==> src/rtl/multdiv_unit.sv <==
// Iterative signed multiply (shift-add) / divide (restoring) unit.
// Optional macro MULTDIV_DIV0_FAST_EN: divide-by-zero completes one edge after start.
module multdiv_unit #(
   parameter int WIDTH = 32,
   parameter int CNT_W = 6
) (
   input  logic             clock,
   input  logic             reset,
   input  logic [WIDTH-1:0] data_operandA,
   input  logic [WIDTH-1:0] data_operandB,
   input  logic             ctrl_MULT,
   input  logic             ctrl_DIV,
   output logic [WIDTH-1:0] data_result,
   output logic             data_exception,
   output logic             data_resultRDY
);

   typedef enum logic [1:0] {IDLE, MULT_RUN, DIV_RUN, DONE} state_t;

   state_t             state;
   logic [CNT_W-1:0]   count;
   logic [2*WIDTH-1:0] acc;
   logic [2*WIDTH-1:0] mcand;
   logic [WIDTH:0]     mplier;
   logic [WIDTH:0]     rem;
   logic [WIDTH-1:0]   quo;
   logic [WIDTH:0]     dmag;
   logic               neg;
   logic               dzero;

   // Magnitudes are one bit wider so -2^(WIDTH-1) does not wrap.
   function automatic logic [WIDTH:0] mag(input logic [WIDTH-1:0] v);
      logic [WIDTH:0] x;
      x = {v[WIDTH-1], v};
      return v[WIDTH-1] ? -x : x;
   endfunction

   logic [WIDTH:0]     mag_a;
   logic [WIDTH:0]     mag_b;
   logic               start;
   logic               last;
   logic               fast_dz;
   logic [WIDTH+1:0]   rem_sh;
   logic [WIDTH+1:0]   diff;
   logic               take;
   logic [2*WIDTH-1:0] prod;
   logic [WIDTH-1:0]   qs;

   assign mag_a  = mag(data_operandA);
   assign mag_b  = mag(data_operandB);
   assign start  = ctrl_MULT | ctrl_DIV;
   assign last   = (count == CNT_W'(WIDTH));
   assign rem_sh = {rem, quo[WIDTH-1]};
   assign diff   = rem_sh - {1'b0, dmag};
   assign take   = ~diff[WIDTH+1];
   assign prod   = neg ? -acc : acc;
   assign qs     = neg ? -quo : quo;

`ifdef MULTDIV_DIV0_FAST_EN
   assign fast_dz = dzero;
`else
   assign fast_dz = 1'b0;
`endif

   always_ff @(posedge clock) begin
      if (reset) begin
         state          <= IDLE;
         count          <= '0;
         data_result    <= '0;
         data_exception <= 1'b0;
         data_resultRDY <= 1'b0;
      end else begin
         data_resultRDY <= 1'b0;
         if (start) begin
            state  <= ctrl_MULT ? MULT_RUN : DIV_RUN;
            count  <= '0;
            neg    <= data_operandA[WIDTH-1] ^ data_operandB[WIDTH-1];
            dzero  <= (data_operandB == '0);
            acc    <= '0;
            mcand  <= {{(WIDTH-1){1'b0}}, mag_a};
            mplier <= mag_b;
            rem    <= '0;
            quo    <= mag_a[WIDTH-1:0];
            dmag   <= mag_b;
         end else begin
            unique case (state)
               MULT_RUN: begin
                  if (last) begin
                     state          <= DONE;
                     data_resultRDY <= 1'b1;
                     data_result    <= prod[WIDTH-1:0];
                     data_exception <= prod[2*WIDTH-1:WIDTH] != {WIDTH{prod[WIDTH-1]}};
                  end else begin
                     if (mplier[0]) acc <= acc + mcand;
                     mcand  <= mcand << 1;
                     mplier <= mplier >> 1;
                     count  <= count + 1'b1;
                  end
               end
               DIV_RUN: begin
                  if (last || fast_dz) begin
                     state          <= DONE;
                     data_resultRDY <= 1'b1;
                     if (dzero) begin
                        data_result    <= '0;
                        data_exception <= 1'b1;
                     end else begin
                        // Only -2^(WIDTH-1) / -1 yields a positive quotient with MSB set.
                        data_result    <= qs;
                        data_exception <= ~neg & quo[WIDTH-1];
                     end
                  end else begin
                     rem   <= take ? diff[WIDTH:0] : rem_sh[WIDTH:0];
                     quo   <= {quo[WIDTH-2:0], take};
                     count <= count + 1'b1;
                  end
               end
               DONE:    state <= IDLE;
               default: state <= IDLE;
            endcase
         end
      end
   end

endmodule

==> config.mk <==
export PLATFORM = sky130hd
export DESIGN_NAME = multdiv_unit
export DESIGN_NICKNAME = d
export VERILOG_FILES = /design/src/rtl/multdiv_unit.sv
export SDC_FILE = /design/constraint.sdc
export NUM_CORES = 1
export LEC_CHECK = 0
export CAP_MARGIN = 20
export CORE_MARGIN = 2
export CORE_UTILIZATION = 45
export DETAILED_ROUTE_END_ITERATION = 8
export PLACE_DENSITY = 0.64
export SYNTH_ARGS = -nofsm -noshare
export SYNTH_HDL_FRONTEND = slang
export SYNTH_SLANG_ARGS = --single-unit
==> constraint.sdc <==
create_clock -name clock -period 11.25 [get_ports clock]
set_clock_uncertainty 0.1 [all_clocks]
set_input_delay 3.375 -clock clock [delete_from_list [all_inputs] [get_ports clock]]
set_output_delay 3.375 -clock clock [all_outputs]
set_load 0.005 [all_outputs]
-- Word level (Yosys, flattened, before mapping)
Cells that the tools add are included.
- multiplexer cells: 32
- add/subtract/negate cells: 7
- equality and inequality tests: 8
- bitwise gates (word level): 9
- reduce and logical (&&, ||, !) cells: 14
- operators with widths (kind ; count):
    64-bit two-way mux ; 6
    33-bit two-way mux ; 9
    32-bit two-way mux ; 7
    33-bit negator ; 2
    64-bit adder ; 1
    64-bit negator ; 1
    32-bit case mux with 2 select lines ; 1
    34-bit by 33-bit subtractor with 34-bit output ; 1
    32-bit logical NOT ; 1
    32-bit inequality test ; 1
    32-bit negator ; 1
    2-bit two-way mux ; 4
    4-bit AND reduction ; 2
    2-bit nonzero test ; 4
    6-bit by 1-bit adder with 6-bit output, second input constant ; 1
    6-bit == test, second input constant ; 1
    2-bit inequality test, second input constant ; 3
    1-bit inverter ; 6
    3-bit AND reduction ; 2
    1-bit two-way mux ; 4
    2-bit AND reduction ; 2
    2-bit OR reduction ; 2
    3-bit by 1-bit inequality test with 1-bit output, second input constant ; 1
    3-bit OR reduction ; 1
    other kinds (6) ; 6
- register bits after elaboration: 303

-- Depth between registers and ports, before layout
Gate-level depths: netlist of the first run.
- depth in word-level cells: 5
- depth in mapped cells: 14
- gate-level depth less buffers: 14

-- Least setup slack after synthesis of the first run
OpenSTA, ideal clock, no wires.
- path kind: input -> register
- from: input ctrl_DIV
- to: register acc[0] (enable)
- buffers on the path: 2
- data required time: 10.724 ns
- stages: 6
- arrival: 9.924 ns
- setup slack: 0.799 ns
- library setup time: 0.426 ns
- cell sequence: or2_2 > clkbuf_1 > clkbuf_1 > a21oi_1 > nor2_1 > o21a_1
- word-level cells in the longest chain between the ends: 3
- ends and longest elaborated chain (what ; line ; RTL):
    from (decl) ; 12 ; input logic ctrl_DIV,
    1-bit OR * ; 51 ; assign start = ctrl_MULT | ctrl_DIV;
    2-bit inequality test (no line) or 2-bit nonzero test (tied branches) ; n/a ;
    4-bit AND reduction (no line) * ; n/a ;
    to (signal assigned) ; 94 ; if (mplier[0]) acc <= acc + mcand;
    to (decl) ; 22 ; logic [2*WIDTH-1:0] acc;
Every way passes the cells marked *; elsewhere a longest branch is shown, timed or not.
A chain may end at the register's enable or synchronous reset.

-- Worst setup path in the final report of the first run
- from: input data_operandA[0]
- to: register mcand[29] (data pin)
- word-level cells in the longest chain between the ends: 3
- ends and longest elaborated chain (what ; line ; RTL):
    from (decl) ; 9 ; input logic [WIDTH-1:0] data_operandA,
    33-bit negator ; 35 ; return v[WIDTH-1] ? -x : x;
    33-bit two-way mux ; 35 ;
    33-bit two-way mux ; 74 ; if (start) begin
    to (signal assigned) ; 80 ; mcand <= {{(WIDTH-1){1'b0}}, mag_a};
    to (signal assigned) ; 95 ; mcand <= mcand << 1;
    to (decl) ; 23 ; logic [2*WIDTH-1:0] mcand;
No other way between the ends.

==> results.py, run 1 <==
metrics = {
    "min_path": {
        "hold_class": "flip-flop to flip-flop",
    },
    "worst_setup_path": {
        "path_class": "primary input to flip-flop",
        "start_kind": "primary input",
        "arrival_ps": 7020,
        "required_ps": 11450,
        "crit_fanout": 6,
        "endpoint_kind": "flip-flop",
    },
    "die": {
        "dieHeight_microns": 217.9,
        "die-area_sq_um": 47500,
        "ioPinCount": 102,
        "start_util_pct": 45.48,
        "coreArea_sq_um": 45280,
        "fp-row-count": 78,
        "die_x_microns": 217.9,
    },
    "cts": {
        "cts-resized-gates": 0,
        "ctsHoldBuffers": 0,
        "cts_buffer_depth": 3,
        "clkTransAtPathRegs_ps": 60,
        "cts_sinks": 303,
        "cts-root-buf": "clkbuf_16",
        "htreeDepth": 2,
        "clock_latency_ps": 560,
        "cts_buffers": 37,
        "cts_tree": "done",
        "post-cts-setup-buffers": 0,
    },
    "global_route": {
        "grt_pass1_wl_microns": 85920,
        "grt_use_total_pct": 22.48,
        "grt_pass1_vias": 16130,
        "grt_remaining_overflow": 0,
        "antenna_found_initial": 1,
        "grt_start_max_net_pins": 84,
    },
    "placed_design": {
        "dpl.cell_count": 2786,
        "dpl_worst_slack_ps": 3878,
        "portBuffers": 101,
        "dp_hpwl_microns": 37800,
        "finalWeightedCongestion": 0.9086,
    },
    "pwr": {
        "p_leak_nw": 8.836,
        "p_comb_share_pct": 24.5,
        "swShare_pct": 30.12,
        "switchingPower_w": 0.001048,
        "clkPwrFrac_pct": 34.8,
        "ir_drop_uv": 96.93,
        "seqPwrFrac_pct": 40.7,
        "internal-power_w": 0.002431,
        "cellPowerDensity_nw_per_um2": 148.5,
    },
    "timing": {
        "timing.setup.tns_ps": 0,
        "slew_headroom_pct": 29.61,
        "setup_violations": 0,
        "rsz0062_at_grt": "false",
        "hold_viol": 0,
        "worst_slack_ps": 4431,
        "fmax_mhz": 146.7,
        "tightestPinTransition_ps": 1053,
        "period_needed_ps": 6819,
        "maxSlewViolCount": 0,
        "timing.final.crit_share_pct": 60.61,
    },
    "detailed_routing": {
        "detail_route.iter0.violations": 1219,
        "post_drt_wl_per_cell_microns": 18.84,
        "drcViolationCount": 0,
        "first_pass_iters": 5,
        "drt-total-wl_microns": 53810,
        "ant_nets": 0,
        "via_count": 16720,
        "post_drt_via_cell_ratio": 5.855,
    },
    "yosys": {
        "yosysSeqAreaShare_pct": 42.14,
        "synthXorXnorAreaFrac_pct": 9.270,
        "netlist.area_leader.share_pct": 38.05,
        "yosys.area_share.simple_pct": 17.81,
        "synthMuxAreaShare_pct": 2.017,
        "yosysMostFrequentCell": "edfxtp_1",
        "synth.cell_area_sq_um": 20600,
        "postSynthCellCount": 2163,
        "synth_cell_type_count": 84,
        "synth_ff_type": "edfxtp_1",
        "synthTopCellsByArea": "edfxtp_1 (38%), ha_1 (6.3%), xor2_1 (5.7%)",
        "synth_area_per_cell_sq_um": 9.522,
        "synth_seq_cells": 303,
        "synth_top_family_by_area": "compound AO/OA/AOI/OAI gates",
        "yosysWarnings": 0,
        "async_flop_share_pct": 0,
        "synthTopCellsByCount": "edfxtp_1 (261), nor2_1 (259), o21ai_0 (139)",
        "synth.largest_area_cell": "edfxtp_1",
        "synthAdderAreaFrac_pct": 6.512,
        "synth-compound-area-share_pct": 19.08,
        "synth-edff-count": 261,
    },
    "run_status": {
        "outcome": "finished, final reports clean",
    },
    "layout": {
        "synthToLayoutAreaGrowth_pct": 13.72,
        "final-instance-count-excl-fill": 2856,
        "final_nets": 2401,
        "fin_util_pct": 51.72,
        "drive_gt1_share_pct": 5.363,
        "n_antenna_cell": 0,
    },
    "flow_run": {
        "cap_violations": 0,
    },
}
## final timing paths
path / startpoint / to / slack (ps) / cells past startpoint
setup / recovery: data_operandA[0] / mcand[29] / 4430 / 12
hold reg to reg: data_result[0] / data_result[0] / 350 / 2
hold / removal: data_result[0] / data_result[0] / 350 / 2
setup reg to reg: quo[31] / rem[18] / 6110 / 14
## per-layer routing
metal	vias to the layer above	wire, microns	global-route usage (%)
met1	8054	25040	30.92
met3	84	2826	3.264
met4	0	1331	7.324
met2	451	24610	36.39
li1	8133	-	-
met5	-	0	0
## metrics by stage
step,total power (W),cell area [sq um],hold WS [ps]
floorplan,0.002053,20600,348.2
global placement,0.002261,22170,344.6
global route,0.003653,23420,372.5
CTS,0.003501,23390,352.6
detailed placement,0.002279,22170,347.1
finish,0.003479,23420,350.5
## critical path, cell delays in order
cell and delay, ps:
clkdlybuf4s50_1 430, or2_1 220, or4_1 430, or2_1 270, or3_4 420, or3_1 490
or3_4 420, or2_4 280, o41ai_2 240, xor2_1 180, nand2_1 100, o21a_1 170
## state kept, by name (all words and copies together), names as in the netlist
register and count:
neg 1, dmag 33, mplier 33, dzero 1, mcand 64, quo 32, data_result 32, rem 33
acc 64, state 2, count 6, data_exception 1, data_resultRDY 1
## cells in the final DEF (no fill, tap or decap), drive strengths merged, types with 14 or more instances in the layout
cell / netlist / layout
or4: 26 / 26
inv: 77 / 78
xnor2: 83 / 83
ha: 104 / 104
nand4: 20 / 20
o31ai: 50 / 50
clkdlybuf4s50: 0 / 100
nand2b: 24 / 24
o21a: 73 / 73
o21bai: 16 / 16
and2: 39 / 39
or2: 17 / 17
o31a: 14 / 14
clkbuf: 82 / 64
o221ai: 30 / 30
xor2: 135 / 135
a21oi: 118 / 118
edfxtp: 261 / 261
nor2: 260 / 260
nand2: 133 / 133
a21o: 51 / 51
nand3: 42 / 42
dfxtp: 42 / 42
nor2b: 22 / 22
nor3: 39 / 39
nor4: 18 / 18
or3: 43 / 43
buf: 13 / 18
and3: 22 / 22
mux2i: 37 / 37
o41ai: 17 / 17
o21ai: 144 / 144
## kinds of logic (layout without fill, tap and decap cells)
kind of cell / after synthesis / in the layout
other: 1 / 2
XOR/XNOR: 218 / 218
flip-flops: 303 / 303
AO/OA/AOI/OAI: 591 / 591
AND/OR/NAND/NOR: 731 / 731
buffers and inverters: 172 / 264
multiplexers: 41 / 41
adder cells (fa/ha/maj): 106 / 106
## power groups by stage
stage | clock, W | sequential (W) | combinational (W)
after CTS | 0.00124 | 0.00142 | 0.000848
after global routing | 0.00127 | 0.00143 | 0.000952
after detailed placement | 0 | 0.00144 | 0.000840
after global placement | 0 | 0.00144 | 0.000825
final | 0.00121 | 0.00142 | 0.000853
after floorplan | 0 | 0.00141 | 0.000642
## cell type report
type,count,area [sq um]
clock buffers,63,1170
clock inverters,5,53.80
well taps,600,750.7
flip-flops and latches,303,8678
inverters,77,289.0
fillers,4237,21860
multi-input cells,1689,11320
repair buffers,119,1159
(Power assumes the default switching activity.)
==> run 2: changes to the inputs <==
Settings changed: PLACE_DENSITY 0.64 to 0.66.
Clock period 11.25 ns to 6.1 ns, I/O delays scaled along.
==> run 2 against run 1 <==
- power is 82% higher
- sequential share of layout area about the same
- clock-buffer cell count decreased by 4
- setup slack got worse by 3500 ps
- first-iteration DRC count is 1.2% higher
- sequential power up 84%
- register-to-register slack got worse by 5000 ps
- non-clock buffer count rose by 5
- clock power increased by 76%
- critical endpoint is now quo[29]
- largest power group unchanged
==> results.py, run 2 (same netlist as run 1, synthesis figures left out) <==
metrics = {
    "cts": {
        "cts_sinks": 303,
        "cts-root-buf": "clkbuf_16",
        "ctsHoldBuffers": 0,
        "cts_buffer_depth": 3,
        "post-cts-setup-buffers": 0,
        "htreeDepth": 2,
        "clkTransAtPathRegs_ps": 60,
        "clock_latency_ps": 560,
        "cts_tree": "done",
        "cts-resized-gates": 0,
        "cts_buffers": 37,
    },
    "worst_setup_path": {
        "endpoint_kind": "flip-flop",
        "r2r-start": "quo[31]",
        "startpoint": "data_operandA[1]",
        "path_buf_inv": 1,
        "path_class": "primary input to flip-flop",
        "arrival_ps": 5390,
        "critPathTopFamily": "simple AND/OR/NAND/NOR gates",
        "rr_endpoint": "rem[21]",
        "reg2reg_depth": 14,
        "worst_path_max_delay_cell": "or3_1",
        "required_ps": 6300,
        "ff2ff_setup_slack_ps": 1090,
        "path_cells": "clkdlybuf4s50_1, or2_1, or4_1, or2_1, or3_4, or3_1, or3_4, or2_4, o41ai_2, xor2_1, nand2_1, o21a_1",
        "crit_fanout": 4,
        "max_stage_delay_ps": 440,
        "start_kind": "primary input",
    },
    "min_path": {
        "hold_class": "flip-flop to flip-flop",
        "holdPathEnd": "data_result[14]",
        "worstHoldStart": "data_result[14]",
        "whs_path_depth": 2,
    },
    "pwr": {
        "p_total_w": 0.006318,
        "ir_drop_uv": 173.6,
        "cellPowerDensity_nw_per_um2": 269.4,
        "p_leak_nw": 8.832,
    },
    "global_route": {
        "grt_use_total_pct": 22.09,
        "antenna_found_initial": 0,
        "grt_start_max_net_pins": 183,
        "grt_pass1_vias": 16230,
        "grt_remaining_overflow": 0,
        "grt_pass1_wl_microns": 84880,
    },
    "timing": {
        "setup_violations": 0,
        "timing.final.crit_share_pct": 85.07,
        "period_needed_ps": 5190,
        "slew_headroom_pct": 29.97,
        "hold_viol": 0,
        "timing.setup.tns_ps": 0,
        "maxSlewViolCount": 0,
        "fmax_mhz": 192.7,
        "tightestPinTransition_ps": 1024,
        "rsz0062_at_grt": "false",
    },
    "die": {
        "coreArea_sq_um": 45280,
        "ioPinCount": 102,
        "fp-row-count": 78,
        "die_x_microns": 217.9,
        "start_util_pct": 45.48,
        "dieHeight_microns": 217.9,
        "die-area_sq_um": 47500,
    },
    "detailed_routing": {
        "dr_wl_met2_microns": 24020,
        "ant_nets": 0,
        "wl_met3_microns": 2325,
        "routed.top_layer": "met4",
        "detail_route.iter0.violations": 1234,
        "post_drt_wl_per_cell_microns": 18.30,
        "drt-met1-wl_microns": 24590,
        "first_pass_iters": 5,
        "drcViolationCount": 0,
        "via_count": 16700,
        "post_drt_via_cell_ratio": 5.838,
        "drt-total-wl_microns": 52350,
    },
    "flow_run": {
        "cap_violations": 0,
    },
    "run_status": {
        "outcome": "finished, final reports clean",
    },
    "layout": {
        "n_antenna_cell": 0,
        "drive_gt1_share_pct": 5.484,
        "synthToLayoutAreaGrowth_pct": 13.87,
        "reg_top3": "acc (64), mcand (64)",
        "nFillCells": 4217,
        "final_nets": 2406,
        "final_common_cell": "edfxtp_1",
        "layout_common_cells": "edfxtp_1 (261), nor2_1 (255), o21ai_0 (139), xor2_1 (135), nand2_1 (133)",
    },
    "placed_design": {
        "dp_hpwl_microns": 37300,
        "finalWeightedCongestion": 0.8849,
        "portBuffers": 101,
    },
}
run 2: cell type report:
type / instances / area, sq um / area share, %
Clock buffer: 59 / 1060 / 4.519
Clock inverter: 9 / 106.4 / 0.4535
Multi-Input combinational cell: 1689 / 11320 / 48.28
Timing Repair Buffer: 124 / 1246 / 5.314
Sequential cell: 303 / 8678 / 37.00
Tap cell: 600 / 750.7 / 3.201
Inverter: 77 / 289.0 / 1.232
run 2: stage by stage:
stage	utilization, %	hold WS [ps]	area [sq um]	std cells	setup WS, ps
2_1_floorplan	-	348.2	20610	2164	10.66
3_3_place_gp	49.13	359.7	22250	2790	390.2
3_5_place_dp	49.13	367.5	22250	2790	298.5
4_1_cts	51.70	377.7	23410	2858	902.6
5_1_grt	51.79	409.0	23450	2861	740.8
6_report	51.79	378.0	23450	2861	910.4
run 2: worst register-to-register path: stages, from the launching register on:
cell and delay (ps):
edfxtp_1 580, inv_1 120, ha_1 240, nor2b_1 150
o31a_1 180, o2111a_1 230, o211ai_1 240, a2111oi_0 710
o221ai_1 300, a21oi_1 300, mux2i_1 320, o2111ai_4 560
buf_4 450, mux2i_1 190, nor2_1 60
run 2: power breakdown:
part           switching, W  internal, W  leakage, nW  total, W
Sequential         0.000138      0.00247         2.88   0.00261
Combinational      0.000904     0.000674         5.40   0.00158
Clock              0.000887      0.00125        0.552   0.00213
Total               0.00193      0.00439         8.83   0.00632
run 2: layer usage:
layer / vias to the layer above / global-route usage (%)
met1: 8071 / 30.60
met5: - / 0
met3: 95 / 2.664
met2: 401 / 35.97
li1: 8136 / -
met4: 0 / 7.120
run 2: how the worst max path moves through the flow:
stage,end,slack (ps),cells past startpoint
4_1_cts,quo[29],900,12
3_5_place_dp,mcand[29],300,12
2_1_floorplan,acc[0],10,6
5_1_grt,rem[21],740,14
6_report,quo[29],910,12
3_3_place_gp,quo[29],390,12
